--- config.mk ---
export PLATFORM = sky130hd
export DESIGN_NAME = y_wb_buf_vec4
export DESIGN_NICKNAME = d
export VERILOG_FILES = /design/src/rtl/ssm_pkg.sv /design/src/rtl/sdp_ram_vec.sv /design/src/rtl/y_wb_buf_vec4.sv
export SDC_FILE = /design/constraint.sdc
export NUM_CORES = 2
export LEC_CHECK = 0
export BUFFER_PORTS_ARGS = -buffer_cell sky130_fd_sc_hd__buf_2
export CORE_ASPECT_RATIO = 1.1
export CORE_MARGIN = 2
export CORE_UTILIZATION = 35
export DETAILED_ROUTE_END_ITERATION = 16
export PLACE_DENSITY = 0.58
export SLEW_MARGIN = 25
export SYNTH_ARGS = -nofsm -noshare
export SYNTH_HDL_FRONTEND = slang
export SYNTH_SLANG_ARGS = --single-unit
--- constraint.sdc ---
create_clock -name clk -period 5 [get_ports clk]
set_clock_uncertainty 0.1 [all_clocks]
set_input_delay 1 -clock clk [delete_from_list [all_inputs] [get_ports clk]]
set_output_delay 1 -clock clk [all_outputs]
set_load 0.1 [all_outputs]
--- src/rtl/ssm_pkg.sv ---
// Shared types and default geometry for the SSM output-gate write-back path.
package ssm_pkg;
   localparam int DEF_TILE_SIZE = 4;
   localparam int DEF_W         = 16;
   localparam int DEF_ADDR_W    = 6;

   typedef logic signed [DEF_W-1:0] vec_t [DEF_TILE_SIZE];
   typedef enum logic [1:0] {IDLE, FILL, DONE} wb_state_e;
endpackage

--- src/rtl/sdp_ram_vec.sv ---
// Simple dual-port vector RAM: one write port, one registered read-first read port.
module sdp_ram_vec #(
   parameter int TILE_SIZE = 4,
   parameter int W         = 16,
   parameter int ADDR_W    = 6
) (
   input  logic                          clk,
   input  logic                          rst,
   input  logic                          we,
   input  logic [ADDR_W-1:0]             wr_addr,
   input  logic [TILE_SIZE-1:0][W-1:0]   wr_data,
   input  logic                          rd_en,
   input  logic [ADDR_W-1:0]             rd_addr,
   output logic                          rd_valid,
   output logic [TILE_SIZE-1:0][W-1:0]   rd_data
);
   localparam int DEPTH = 2**ADDR_W;

   logic [TILE_SIZE-1:0][W-1:0] mem [DEPTH];

   always_ff @(posedge clk) begin
      if (we) mem[wr_addr] <= wr_data;
   end

   // Non-blocking read of mem in the same edge as a write yields the old word.
   always_ff @(posedge clk or posedge rst) begin
      if (rst) begin
         rd_valid <= 1'b0;
         rd_data  <= '0;
      end else begin
         rd_valid <= rd_en;
         if (rd_en) rd_data <= mem[rd_addr];
      end
   end
endmodule

--- src/rtl/y_wb_buf_vec4.sv ---
// Frame collector for gated y vectors: fills an on-chip buffer, pulses done,
// and serves a 1-cycle-latency read port to the write-back reader.
module y_wb_buf_vec4
   import ssm_pkg::*;
#(
   parameter int TILE_SIZE = DEF_TILE_SIZE,
   parameter int W         = DEF_W,
   parameter int ADDR_W    = DEF_ADDR_W
) (
   input  logic                          clk,
   input  logic                          rst,
   input  logic                          start,
   input  logic [ADDR_W:0]               frame_len,
   input  logic                          abort,
   input  logic                          y_valid,
   output logic                          y_ready,
   input  logic [TILE_SIZE-1:0][W-1:0]   y_vec,
   input  logic                          rd_en,
   input  logic [ADDR_W-1:0]             rd_addr,
   output logic                          rd_valid,
   output logic [TILE_SIZE-1:0][W-1:0]   rd_data,
   output logic                          busy,
   output logic                          done,
   output logic [ADDR_W:0]               wr_count
);
   localparam logic [ADDR_W:0] DEPTH_L = (ADDR_W+1)'(2**ADDR_W);

   wb_state_e         state;
   logic [ADDR_W:0]   len_q;
   logic [ADDR_W-1:0] wr_addr;
   logic              hs;
   logic              last_beat;

   assign hs        = y_valid & y_ready;
   assign last_beat = (wr_count + (ADDR_W+1)'(1)) == len_q;

   always_ff @(posedge clk or posedge rst) begin
      if (rst) begin
         state    <= IDLE;
         y_ready  <= 1'b0;
         busy     <= 1'b0;
         done     <= 1'b0;
         wr_count <= '0;
         wr_addr  <= '0;
         len_q    <= '0;
      end else begin
         case (state)
            IDLE: begin
               done <= 1'b0;
               if (start) begin
                  len_q    <= (frame_len > DEPTH_L) ? DEPTH_L : frame_len;
                  wr_addr  <= '0;
                  wr_count <= '0;
                  if (frame_len == '0) begin
                     state <= DONE;
                     done  <= 1'b1;
                  end else begin
                     state   <= FILL;
                     y_ready <= 1'b1;
                     busy    <= 1'b1;
                  end
               end
            end
            FILL: begin
               if (hs) begin
                  wr_addr  <= wr_addr + 1'b1;
                  wr_count <= wr_count + 1'b1;
               end
               // Abort beats a coincident final handshake: the beat lands but no done.
               if (abort) begin
                  state   <= IDLE;
                  y_ready <= 1'b0;
                  busy    <= 1'b0;
               end else if (hs && last_beat) begin
                  state   <= DONE;
                  y_ready <= 1'b0;
                  busy    <= 1'b0;
                  done    <= 1'b1;
               end
            end
            DONE: begin
               done  <= 1'b0;
               state <= IDLE;
            end
            default: state <= IDLE;
         endcase
      end
   end

   sdp_ram_vec #(.TILE_SIZE(TILE_SIZE), .W(W), .ADDR_W(ADDR_W)) u_ram (
      .clk      (clk),
      .rst      (rst),
      .we       (hs),
      .wr_addr  (wr_addr),
      .wr_data  (y_vec),
      .rd_en    (rd_en),
      .rd_addr  (rd_addr),
      .rd_valid (rd_valid),
      .rd_data  (rd_data)
   );
endmodule
Word level (Yosys, flattened, before mapping)
Memory sizes are Yosys's and may differ from the RTL's. A register that Yosys moved wholly into a read port is not among the register bits.
Cells that the tools add are included.
{"block": "totals", "n_memories": 1, "ram_bits": 4096, "inputBits": 83, "elab_cells": 55, "output_inout_bits": 75, "reg_bits": 25}
{"memory": "u_ram.mem", "depth": 64, "width": 64, "rd": 1, "rd_ports_with_merged_regs": 1, "write_ports": 1, "line_no": "sdp_ram_vec.sv:19", "rtl": "logic [TILE_SIZE-1:0][W-1:0] mem [DEPTH];"}
{"block": "op_classes", "bitwise": 1, "n_eq_ne": 9, "add_sub_neg": 2, "reduce_logical": 10, "n_mux": 24, "n_lt_le_gt_ge": 1}
{"operator": "$mux W7", "n": 3}
{"operator": "$pmux W7 S2", "n": 1}
{"operator": "$mux W6", "n": 2}
{"operator": "$pmux W6 S2", "n": 1}
{"operator": "$mux W1", "n": 10}
{"operator": "$ne A2 B2 Y1 const B", "n": 5}
{"operator": "$mux W2", "n": 4}
{"operator": "$add A7 B1 Y7 const B", "n": 1}
{"operator": "$eq A7 B7 Y1", "n": 1}
{"operator": "$gt A7 B7 Y1 const B", "n": 1}
{"operator": "$logic_not A7 Y1", "n": 1}
{"operator": "$add A6 B1 Y6 const B", "n": 1}
{"operator": "$reduce_and A3 Y1", "n": 2}
{"operator": "$pmux W2 S2", "n": 1}
{"operator": "$reduce_and A2 Y1", "n": 2}
{"operator": "$reduce_and A4 Y1", "n": 1}
{"operator": "$ne A3 B3 Y1 const B", "n": 1}
{"operator": "$pmux W1 S3", "n": 1}
{"operator": "$reduce_bool A3 Y1", "n": 1}
{"operator": "$eq A2 B1 Y1 const B", "n": 1}
{"operator": "$eq A2 B2 Y1 const B", "n": 1}
{"operator": "$logic_not A2 Y1", "n": 1}
{"operator": "$pmux W1 S2", "n": 1}
{"operator": "$reduce_bool A2 Y1", "n": 1}
{"operator": "other kinds (2)", "n": 2}

Longest topological paths before layout
{"block": "logic_depth", "depth_word": 6, "mapped_depth": 11, "mapped_depth_nobuf": 7}

Modules after synthesis
Synthesis repeated with hierarchy kept, for this count alone.
{"block": "unflattened", "hier_cells": 7668, "hier_area_um2": 160277.5}
{"mod": "sdp_ram_vec", "area_per_inst_um2": 158842.3, "seq_area_each_um2": 124624.5, "n_inst": 1, "cells_per_inst": 7508}
{"mod": "y_wb_buf_vec4", "area_per_inst_um2": 1435.1, "seq_area_each_um2": 600.6, "n_inst": 1, "cells_per_inst": 160}

Least setup slack after synthesis
No wires, ideal clock.
{"block": "synth_timing", "path_type": "register to register", "startpoint": "register busy (netlist name)", "endpoint": "memory u_ram.mem[62][0] in the netlist's numbering (enable)", "required_ns": 4.413, "path_stages_with_launch": 5, "path_slack_ns": 0.031, "t_arrival_ns": 4.382, "setup_ns": 0.487, "period_less_slack_ns": 4.969, "path_buffers": 0, "cell_sequence": "dfrtp_1 -> nand2_1 -> nor2_1 -> nand3_1 -> nor2_1"}
{"element": "end, declared", "line_no": "sdp_ram_vec.sv:19"}

Final worst setup path
{"block": "layout_timing", "startpoint": "register wr_addr[0]", "endpoint": "memory u_ram.mem[21][58] in the netlist's numbering (enable)"}
{"element": "start, declared", "line_no": "y_wb_buf_vec4.sv:30", "rtl": "logic [ADDR_W-1:0] wr_addr;"}
{"element": "start signal, assigned", "line_no": "y_wb_buf_vec4.sv:66", "rtl": "wr_addr <= wr_addr + 1'b1;"}
Straight into the memory's write port.

==> impl_metrics.env <==
export IMPL_die_x_um=647
export IMPL_syn_num_nets=7820
export IMPL_final_common_cell="edfxtp_1"
export IMPL_crit_required_ns=5.49
export IMPL_syn_inst=7732
export IMPL_wl_mm=463
export IMPL_drt_pass1_iterations=6
export IMPL_cts_sinks=4185
export IMPL_clk_pin_slew_ns=0.06
export IMPL_dp_cells=13700
export IMPL_ys_seq_area_share_pct=78.6
export IMPL_hold_depth=3
export IMPL_rows=259
export IMPL_synth_edf_count=4096
export IMPL_final_max_slew_viol_count=0
export IMPL_synth_area_mm2=0.159
export IMPL_grt_usage_pct=19.6
export IMPL_cts_setup_buffers=0
export IMPL_cap_violations=0
export IMPL_tns_ns=0
export IMPL_grt_start_max_net_pins=91
export IMPL_portBuffers=157
export IMPL_ys_ff_latch=4185
export IMPL_synth_distinct_cells=57
export IMPL_synth_area_per_cell_um2=20.6
export IMPL_grt_pass1_wl_mm=640
export IMPL_die_h_um=712
export IMPL_reg2reg_depth=4
export IMPL_wl_per_cell_um=31.9
export IMPL_layout_nets=8247
export IMPL_clkLatencyLatePin_ns=1.00
export IMPL_tightest_slew_ns=1.10
export IMPL_slew_headroom_pct=26.7
export IMPL_synthArstFlopShare_pct=2.13
export IMPL_grt_pass1_vias=81800
export IMPL_htreeDepth=5
export IMPL_path_delay_family="simple AND/OR/NAND/NOR gates"
export IMPL_status="finished, final reports clean"
export IMPL_ys_flop_type="edfxtp_1"
export IMPL_cts_tree="yes"
export IMPL_drt_initial_drc_count=9681
export IMPL_grt_antenna_before_repair=25
export IMPL_crit_cells=4
export IMPL_drc=0
export IMPL_worst_path_buf_inv=1
export IMPL_clk_path_buf_depth=4
export IMPL_r2r_slack_ns=1.60
export IMPL_root_buffer="clkbuf_16"
export IMPL_hold_path_class="primary input to register"
export IMPL_finalCritPeriodShare_pct=68.0
export IMPL_hold_viol=0
export IMPL_cp_slowest_cell="buf_4"
export IMPL_cp_end_kind="register"
export IMPL_numCtsBuffers=409
export IMPL_vias_per_cell=5.66
export IMPL_max_stage_delay_ns=0.71
export IMPL_p_leak_nw=59.4
export IMPL_initial_core_util_pct=35.2
export IMPL_die_area_mm2=0.461
export IMPL_critPathMaxFanout=34
export IMPL_final_cell_mix="edfxtp_1, mux2i_1, mux4_2"
export IMPL_coreArea_mm2=0.453
export IMPL_dr_total_vias=82100
export IMPL_hpwl_mm=250
export IMPL_layout_drive_gt1_share_pct=19.7
export IMPL_instances_no_fill=14500
export IMPL_gr_total_overflow=0
export IMPL_total_power_mw=74.0
export IMPL_crit_chain="and3_1, nand2_1, nor2_4, buf_4"
export IMPL_start_kind="register"
export IMPL_synth_yosys_warnings=0
export IMPL_fmax_mhz=294
export IMPL_pwr_density_cell_mw_per_mm2=405
export IMPL_gp_congestion=0.796
export IMPL_ir_worst_vdd_v=0.000381
export IMPL_min_period_ns=3.40
export IMPL_synthToLayoutAreaGrowth_pct=14.8
export IMPL_finalSetupViolations=0
export IMPL_fill_cells=39700
export IMPL_ant_nets=0
export IMPL_ios=158
export IMPL_crit_arrival_ns=3.89
export IMPL_critPathKind="register to register"
export IMPL_rsz0062_at_grt="false"
[through the flow]
stage                     util (%)  hold slack, ns  area (um^2)  setup slack, ns
after floorplan                  -           0.369       159000           0.0310
final                         40.4           0.169       183000             1.60
after CTS                     40.3          0.0894       183000             1.57
after detailed placement      37.5           0.393       170000             1.01
after global routing          40.4           0.142       183000             1.56
after global placement        37.5           0.386       170000             1.01
[flip-flops by register name (all words and copies together), names as in the netlist]
register,flops
wr_count,7
done,1
busy,1
len_q,7
u_ram.rd_data,64
u_ram.mem,4096
state,2
u_ram.rd_valid,1
wr_addr,6
[layer usage]
metal	up-vias	routed length, um	global-route usage [%]
met5	-	189	0
met4	30	15200	5.90
met3	800	37700	3.64
met2	3734	229000	33.1
met1	44400	181000	25.6
li1	33100	-	-
[layout make-up]
type | count | area, um^2 | share of cell area [%]
sequential | 4185 | 125000 | 68.5
tap | 6003 | 7510 | 4.11
inverter | 43 | 166 | 0.0910
clock buffer | 531 | 10900 | 5.97
timing repair buffer | 459 | 4880 | 2.67
multi-input combinational | 3061 | 32300 | 17.6
clock inverter | 231 | 1940 | 1.06
antenna | 8 | 20.0 | 0.0109
[report_power, final]
part / internal [mW] / switching, mW
clock: 16.8 / 13.1
combinational: 1.38 / 3.46
sequential: 39.0 / 0.324
[synthesized netlist by cell type (53+ instances only)]
master,instances,area (um^2)
nor2_1,172,646
mux4_2,564,12700
dfrtp_1,89,2230
o21ai_0,143,716
buf_2,199,996
clkbuf_1,127,477
edfxtp_1,4096,123000
nor2b_1,86,538
a22oi_1,152,1140
a211oi_1,54,405
mux2i_1,920,9210
nand2_1,107,402
or4_1,103,773
buf_4,98,736
a221oi_1,53,464
o22ai_1,446,2790
[path summary, 6_finish.rpt]
check,from,to
max in group asynchronous,rst,u_ram.rd_data[58]
min in group asynchronous,rst,state[1]
setup reg to reg,wr_addr[0],u_ram.mem[21][58]
hold reg to reg,len_q[5],len_q[5]
hold / removal,frame_len[5],len_q[5]
setup / recovery,wr_addr[0],u_ram.mem[21][58]
[logic make-up after synthesis]
| family | synth area share, % |
|---|---|
| multiplexers | 13.8 |
| AO/OA/AOI/OAI | 3.96 |
| buffers and inverters | 1.56 |
| XOR/XNOR | 0.0659 |
| flip-flops | 78.6 |
| adder cells (fa/ha/maj) | 0.0393 |
| AND/OR/NAND/NOR | 2.04 |
[tightest hold or removal path, cell delays in order]
cell and delay [ns]:
buf_2 0.10, nand2b_1 0.05, o21ai_0 0.07
[timing repair]
item / CTS / global route
hold buffers: 1 / 0
resized for setup: 0 / 0
hold endpoints to repair: 25 / 0
No activity file was read; power rests on OpenSTA's default activity.
